File: config.mk
export PLATFORM = sky130hd
export DESIGN_NAME = uart_tx_cfg_flat
export DESIGN_NICKNAME = d
export VERILOG_FILES = /design/src/rtl/uart_pkg.sv /design/src/rtl/uart_tx_cfg_if.sv /design/src/rtl/uart_tx_cfg.sv /design/src/flat_wrapper.sv
export SDC_FILE = /design/constraint.sdc
export NUM_CORES = 1
export LEC_CHECK = 0
export ABC_AREA = 1
export BUFFER_PORTS_ARGS = -buffer_cell sky130_fd_sc_hd__buf_2
export CELL_PAD_IN_SITES_DETAIL_PLACEMENT = 1
export CELL_PAD_IN_SITES_GLOBAL_PLACEMENT = 1
export CORE_MARGIN = 2
export CORE_UTILIZATION = 35
export CTS_BUF_LIST = sky130_fd_sc_hd__clkbuf_4 sky130_fd_sc_hd__clkbuf_8
export DETAILED_ROUTE_END_ITERATION = 10
export HOLD_SLACK_MARGIN = 0.02
export PLACE_DENSITY_LB_ADDON = 0.1
export SLEW_MARGIN = 25
export SYNTH_ARGS = -nofsm -noshare
export SYNTH_HDL_FRONTEND = slang
export SYNTH_SLANG_ARGS = --single-unit
File: constraint.sdc
create_clock -name clk -period 5.1 [get_ports clk]
set_clock_uncertainty 0.1 [all_clocks]
set_input_delay 0.255 -clock clk [delete_from_list [all_inputs] [get_ports clk]]
set_output_delay 0.255 -clock clk [all_outputs]
set_load 0.005 [all_outputs]
File: src/rtl/uart_pkg.sv
// Shared types and helpers for the configurable UART transmitter: line-format
// enums, FSM states, stop-length and data-width helpers, masked parity.
package uart_pkg;

    localparam int unsigned DbitLimit = 9;

    typedef enum logic [1:0] {ParNone, ParEven, ParOdd} parity_t;
    typedef enum logic [1:0] {StopOne, StopOneHalf, StopTwo} stop_t;
    typedef enum logic [2:0] {StIdle, StStart, StData, StParity, StStop} tx_state_t;

    // Code 11 is reserved and falls back to no parity.
    function automatic parity_t decode_parity(logic [1:0] code);
        case (code)
            2'b01:   return ParEven;
            2'b10:   return ParOdd;
            default: return ParNone;
        endcase
    endfunction

    // Code 11 is reserved and falls back to two stop bits.
    function automatic stop_t decode_stop(logic [1:0] code);
        case (code)
            2'b00:   return StopOne;
            2'b01:   return StopOneHalf;
            default: return StopTwo;
        endcase
    endfunction

    function automatic int unsigned stop_ticks(stop_t stop, int unsigned os);
        case (stop)
            StopOneHalf: return (os * 3) / 2;
            StopTwo:     return 2 * os;
            default:     return os;
        endcase
    endfunction

    function automatic logic [3:0] clamp_dbit(logic [3:0] dbit, int unsigned dbit_max);
        if (dbit < 4'd5) return 4'd5;
        if ({28'd0, dbit} > dbit_max) return 4'(dbit_max);
        return dbit;
    endfunction

    // XOR of the low dbit bits of word; bits above the frame width are ignored.
    function automatic logic masked_parity(logic [DbitLimit-1:0] word, logic [3:0] dbit);
        logic p;
        p = 1'b0;
        for (int i = 0; i < int'(DbitLimit); i++) begin
            if (i < int'(dbit)) p = p ^ word[i];
        end
        return p;
    endfunction

endpackage

File: src/rtl/uart_tx_cfg_if.sv
// Producer-side handshake and per-frame line format for the UART transmitter.
interface uart_tx_cfg_if #(
    parameter int unsigned DBIT_MAX = 9
) ();

    logic                tx_valid;
    logic                tx_ready;
    logic [DBIT_MAX-1:0] din;
    logic [3:0]          cfg_dbit;
    logic [1:0]          cfg_parity;
    logic [1:0]          cfg_stop;

    modport master (
        output tx_valid, din, cfg_dbit, cfg_parity, cfg_stop,
        input  tx_ready
    );

    modport slave (
        input  tx_valid, din, cfg_dbit, cfg_parity, cfg_stop,
        output tx_ready
    );

endinterface

File: src/rtl/uart_tx_cfg.sv
// Runtime-configurable UART transmitter: start, 5..DBIT_MAX data bits LSB first,
// optional parity, 1/1.5/2 stop bits, paced by the oversampling tick s_tick.
module uart_tx_cfg
    import uart_pkg::*;
#(
    parameter int unsigned DBIT_MAX = 9,
    parameter int unsigned OS       = 16
) (
    input  logic         clk,
    input  logic         rst,
    input  logic         s_tick,
    uart_tx_cfg_if.slave bus,
    output logic         tx,
    output logic         tx_busy,
    output logic         tx_done_tick
);

    localparam int unsigned CntW = $clog2(2 * OS);

    tx_state_t           state_q, state_d;
    logic [CntW-1:0]     cnt_q, cnt_d;
    logic [3:0]          idx_q, idx_d;
    logic [3:0]          dbit_q, dbit_d;
    logic [DBIT_MAX-1:0] shreg_q, shreg_d;
    logic                par_en_q, par_en_d;
    logic                par_bit_q, par_bit_d;
    stop_t               stop_q, stop_d;
    logic                tx_q, line;

    logic [DbitLimit-1:0] din_ext;
    logic [3:0]           dbit_cl;
    parity_t              par_cfg;
    logic                 tick_last;
    logic                 stop_last;

    always_comb begin
        din_ext                 = '0;
        din_ext[DBIT_MAX-1:0]   = bus.din;
    end

    assign dbit_cl   = clamp_dbit(bus.cfg_dbit, DBIT_MAX);
    assign par_cfg   = decode_parity(bus.cfg_parity);
    assign tick_last = (cnt_q == CntW'(OS - 1));
    assign stop_last = (cnt_q == CntW'(stop_ticks(stop_q, OS) - 1));

    always_comb begin
        state_d      = state_q;
        cnt_d        = cnt_q;
        idx_d        = idx_q;
        dbit_d       = dbit_q;
        shreg_d      = shreg_q;
        par_en_d     = par_en_q;
        par_bit_d    = par_bit_q;
        stop_d       = stop_q;
        tx_done_tick = 1'b0;

        unique case (state_q)
            StIdle: begin
                // An s_tick coinciding with accept is deliberately not counted.
                if (bus.tx_valid) begin
                    shreg_d   = bus.din;
                    dbit_d    = dbit_cl;
                    par_en_d  = (par_cfg != ParNone);
                    par_bit_d = masked_parity(din_ext, dbit_cl) ^ (par_cfg == ParOdd);
                    stop_d    = decode_stop(bus.cfg_stop);
                    cnt_d     = '0;
                    state_d   = StStart;
                end
            end
            StStart: begin
                if (s_tick) begin
                    if (tick_last) begin
                        cnt_d   = '0;
                        idx_d   = '0;
                        state_d = StData;
                    end else begin
                        cnt_d = cnt_q + CntW'(1);
                    end
                end
            end
            StData: begin
                if (s_tick) begin
                    if (tick_last) begin
                        cnt_d   = '0;
                        shreg_d = shreg_q >> 1;
                        if (idx_q == dbit_q - 4'd1) begin
                            state_d = par_en_q ? StParity : StStop;
                        end else begin
                            idx_d = idx_q + 4'd1;
                        end
                    end else begin
                        cnt_d = cnt_q + CntW'(1);
                    end
                end
            end
            StParity: begin
                if (s_tick) begin
                    if (tick_last) begin
                        cnt_d   = '0;
                        state_d = StStop;
                    end else begin
                        cnt_d = cnt_q + CntW'(1);
                    end
                end
            end
            StStop: begin
                if (s_tick) begin
                    if (stop_last) begin
                        cnt_d        = '0;
                        tx_done_tick = 1'b1;
                        state_d      = StIdle;
                    end else begin
                        cnt_d = cnt_q + CntW'(1);
                    end
                end
            end
            default: state_d = StIdle;
        endcase
    end

    always_comb begin
        line = 1'b1;
        unique case (state_q)
            StStart:  line = 1'b0;
            StData:   line = shreg_q[0];
            StParity: line = par_bit_q;
            default:  line = 1'b1;
        endcase
    end

    always_ff @(posedge clk or posedge rst) begin
        if (rst) begin
            state_q   <= StIdle;
            cnt_q     <= '0;
            idx_q     <= '0;
            dbit_q    <= 4'd8;
            shreg_q   <= '0;
            par_en_q  <= 1'b0;
            par_bit_q <= 1'b0;
            stop_q    <= StopOne;
            tx_q      <= 1'b1;
        end else begin
            state_q   <= state_d;
            cnt_q     <= cnt_d;
            idx_q     <= idx_d;
            dbit_q    <= dbit_d;
            shreg_q   <= shreg_d;
            par_en_q  <= par_en_d;
            par_bit_q <= par_bit_d;
            stop_q    <= stop_d;
            tx_q      <= line;
        end
    end

    assign tx           = tx_q;
    assign tx_busy      = (state_q != StIdle);
    assign bus.tx_ready = (state_q == StIdle);

endmodule

File: src/flat_wrapper.sv
// flat-port wrapper written by rule: the top's interface ports become plain ports
module uart_tx_cfg_flat import uart_pkg::*;
#(
    parameter int unsigned DBIT_MAX = 9,
    parameter int unsigned OS       = 16
)
  (clk, rst, s_tick, tx, tx_busy, tx_done_tick, bus_tx_valid, bus_din, bus_cfg_dbit, bus_cfg_parity, bus_cfg_stop, bus_tx_ready);
  uart_tx_cfg_if #(.DBIT_MAX(DBIT_MAX)) bus_i ();
  input  logic clk;
  input  logic rst;
  input  logic s_tick;
  output logic tx;
  output logic tx_busy;
  output logic tx_done_tick;
  input wire logic [$bits(bus_i.tx_valid)-1:0] bus_tx_valid;
  input wire logic [$bits(bus_i.din)-1:0] bus_din;
  input wire logic [$bits(bus_i.cfg_dbit)-1:0] bus_cfg_dbit;
  input wire logic [$bits(bus_i.cfg_parity)-1:0] bus_cfg_parity;
  input wire logic [$bits(bus_i.cfg_stop)-1:0] bus_cfg_stop;
  output wire logic [$bits(bus_i.tx_ready)-1:0] bus_tx_ready;
  assign bus_i.tx_valid = bus_tx_valid;
  assign bus_i.din = bus_din;
  assign bus_i.cfg_dbit = bus_cfg_dbit;
  assign bus_i.cfg_parity = bus_cfg_parity;
  assign bus_i.cfg_stop = bus_cfg_stop;
  assign bus_tx_ready = bus_i.tx_ready;
  uart_tx_cfg #(.DBIT_MAX(DBIT_MAX), .OS(OS)) u_core (.clk(clk), .rst(rst), .s_tick(s_tick), .bus(bus_i), .tx(tx), .tx_busy(tx_busy), .tx_done_tick(tx_done_tick));
endmodule
==> flow_summary.yaml <==
global_routing:
  grt_pass1_wl_mm: 8.30
  grt_usage_pct: 16.7
  overflow: 0
  grt_max_degree: 31
  grt_pass1_vias: 1894
  antenna_found_initial: 0
yosys:
  synth_ff_type: "dfrtp_1"
  syn_area_mm2: 0.00199
  synth_common_cells: "85 x nand2_1, 42 x inv_1, 30 x nand3_1"
  synth_cell_type_count: 30
  yosysMostFrequentCell: "nand2_1"
  yosysSeqAreaShare_pct: 37.8
  synth_top_area_cell: "dfrtp_1"
  synth_edf_count: 0
  synthCells: 276
  synth-seq-cells: 30
  synth_nets: 304
  avgSynthCellArea_um2: 7.22
  synth_top_area_share_pct: 35.2
  synthArstFlopShare_pct: 100
  synthTopCellsByArea: "dfrtp_1 35%, nand2_1 16%, inv_1 7.9%, nand3_1 7.5%, o21ai_0 4.8%"
  yosys_warnings: 0
critical_path:
  regToRegStartpoint: "u_core.state_q[2]$_DFFE_PP0P_"
  cp.arrival_ps: 2230
  r2r_slack_ps: 2970
  cp_max_fo: 20
  start_kind: "register"
  cp_top_family: "compound AO/OA/AOI/OAI gates"
  r2r_cells: 7
  timing.critical_path.buf_inv: 1
  crit_chain: "nor2_2 -> nand2_4 -> inv_2 -> nand2_1 -> a22oi_4 -> o211ai_1 -> o21ai_0"
  rr_endpoint: "u_core.shreg_q[3]$_DFFE_PP0P_"
  critPathMaxStageDelay_ps: 430
  end_kind: "register"
  cp.required_ps: 5190
  slowest_stage: "dfrtp_1"
  critPathKind: "reg2reg"
timing:
  drv_slew: 0
  worst_pin_slew_ps: 475
  hold_viol_final: 0
  finalSetupViolCount: 0
  maxSlewHeadroom_pct: 68.3
  layout_setup_ws_ps: 2970
  fmax_mhz: 469
  rsz0062_at_grt: "no"
  final.min_clock_period_ps: 2130
  fin_setup_tns_ps: 0
  final.period_utilization_pct: 41.8
floorplanning:
  io_pins: 25
  fp-row-count: 27
  die_h_um: 79.5
  dieArea_mm2: 0.00631
  initial_core_util_pct: 36.2
  core_mm2: 0.00551
  die_x_um: 79.5
pwr:
  p_comb_share_pct: 45.1
  intPower_w: 0.000685
  vdd_ir_drop_max_mv: 0.171
  power_switching_share_pct: 42.0
  power_frac_seq_pct: 33.2
  powerDensity_mw_per_mm2: 512
  clkPwrFrac_pct: 21.7
  p_leak_nw: 1.24
  netSwitchingPower_w: 0.000496
worst_hold_path:
  worstHoldStart: "bus_cfg_stop[0]"
  min_path_cells: 2
  min_to: "u_core.stop_q[0]$_DFFE_PP0P_"
  hp-class: "in2reg"
finish:
  drive_gt1_share_pct: 15.7
  final_util_pct: 41.9
  final_area_mm2: 0.00231
  layout.nets: 333
  area_growth_syn_to_layout_pct: 15.8
  insertedDiodeCount: 0
clocking:
  clk_pin_slew_ps: 70
  cts_made_buffers: 5
  cts_resized: 0
  cts_setup_buffers: 0
  clockBufferDepth: 2
  cts.sinks: 30
  cts_tree: "yes"
  h-tree-depth: 2
  clock_latency_ps: 280
  cts_root_buffer: "clkbuf_8"
  cts_hold_buffers: 1
placement:
  gp_congestion: 0.789
  portBuffers: 24
  placed_area_mm2: 0.00218
  dp_hpwl_mm: 3.78
  post-place-ws_ps: 2950
drt:
  drt_wl_total_mm: 4.71
  avgViaCountPerCell: 4.90
  drt_iter0_drc: 71
  vias: 1854
  wl_per_cell_um: 12.5
  drc: 0
  drt_first_pass_iters: 4
  ant_nets: 0
run_status:
  status: "finished clean"
flow_run:
  cap_violations: 0
layout make-up:
cell class / count / area (um^2)
fillers: 731 / 3200
multi-input cells: 197 / 1040
flip-flops and latches: 30 / 753
inverters: 45 / 169
repair buffers: 26 / 138
clock buffers: 7 / 90.1
well taps: 72 / 90.1
clock inverters: 1 / 30.0
worst max-delay path by stage:
stage,start,endpoint,slack (ps),depth (start not counted)
3_3_place_gp,u_core.state_q[2]$_DFFE_PP0P_,u_core.shreg_q[4]$_DFFE_PP0P_,2990,7
2_1_floorplan,u_core.cnt_q[0]$_DFFE_PP0P_,u_core.state_q[2]$_DFFE_PP0P_,3380,13
6_report,u_core.state_q[2]$_DFFE_PP0P_,u_core.shreg_q[3]$_DFFE_PP0P_,2970,7
4_1_cts,u_core.state_q[2]$_DFFE_PP0P_,u_core.shreg_q[6]$_DFFE_PP0P_,2940,7
3_5_place_dp,u_core.state_q[2]$_DFFE_PP0P_,u_core.shreg_q[6]$_DFFE_PP0P_,2950,7
5_1_grt,u_core.state_q[2]$_DFFE_PP0P_,u_core.shreg_q[3]$_DFFE_PP0P_,2750,7
worst register-to-register path, delay by kind of cell (launching register included):
| family | cells | cell delay, ps |
|---|---|---|
| AO/OA/AOI/OAI | 3 | 680 |
| flip-flops | 1 | 430 |
| AND/OR/NAND/NOR | 3 | 520 |
| buffers and inverters | 1 | 310 |
metrics by stage:
stage                     instances  hold WS (ps)  power (W)
after floorplan                 276           244   0.000810
after global placement          369           261   0.000921
after detailed placement        369           255   0.000938
after CTS                       378          79.8    0.00120
after global routing            378          83.3    0.00131
final                           378          87.6    0.00118
cell usage in the layout (no fill, tap or decap), drive strengths merged:
cell type / Yosys / layout
inv: 45 / 45
nor3: 1 / 1
nand3: 30 / 30
a21oi: 6 / 6
o21ai: 21 / 21
xor2: 6 / 6
clkbuf: 1 / 7
xnor2: 2 / 2
o211ai: 9 / 9
bufinv: 0 / 1
dfstp: 2 / 2
o31ai: 1 / 1
nand3b: 2 / 2
nand4: 2 / 2
o21a: 1 / 1
dlygate4sd3: 0 / 1
ha: 7 / 7
buf: 3 / 25
nand2: 90 / 90
o22ai: 1 / 1
dfrtp: 28 / 28
a22o: 1 / 1
a22oi: 1 / 1
nor2: 16 / 16
routing by layer:
| metal | up-vias | routed length [um] | GRT usage, % | part of all wire (%) |
|---|---|---|---|---|
| met5 | - | 0 | 0 | 0 |
| li1 | 939 | - | - | - |
| met3 | 7 | 153 | 3.17 | 3.2 |
| met2 | 33 | 2260 | 28.7 | 48 |
| met1 | 875 | 2210 | 20.8 | 47 |
| met4 | 0 | 92 | 5.86 | 2.0 |
sequential cells by signal, summed over array words and instances, names as in the netlist:
| register | flops |
|---|---|
| u_core.par_en_q | 1 |
| u_core.shreg_q | 9 |
| u_core.par_bit_q | 1 |
| u_core.tx | 1 |
| u_core.cnt_q | 5 |
| u_core.stop_q | 2 |
| u_core.idx_q | 4 |
| u_core.state_q | 3 |
| u_core.dbit_q | 4 |
cells by family (layout without fill, tap and decap cells):
logic type               count (synthesis)  in the layout  share of synthesized area, %
buffers and inverters                   49             79                          10.2
flip-flops                              30             30                          37.8
AO/OA/AOI/OAI                           41             41                          13.6
AND/OR/NAND/NOR                        141            141                          30.5
adder cells (fa/ha/maj)                  7              7                          4.39
XOR/XNOR                                 8              8                          3.52
power by group through the flow:
stage / Sequential (W) / Combinational [W] / Clock [W]
after floorplan: 0.000382 / 0.000429 / 0
after global placement: 0.000393 / 0.000528 / 0
after detailed placement: 0.000398 / 0.000540 / 0
after CTS: 0.000394 / 0.000544 / 0.000262
after global routing: 0.000407 / 0.000627 / 0.000274
final: 0.000392 / 0.000533 / 0.000256
(Power assumes the default switching activity.)
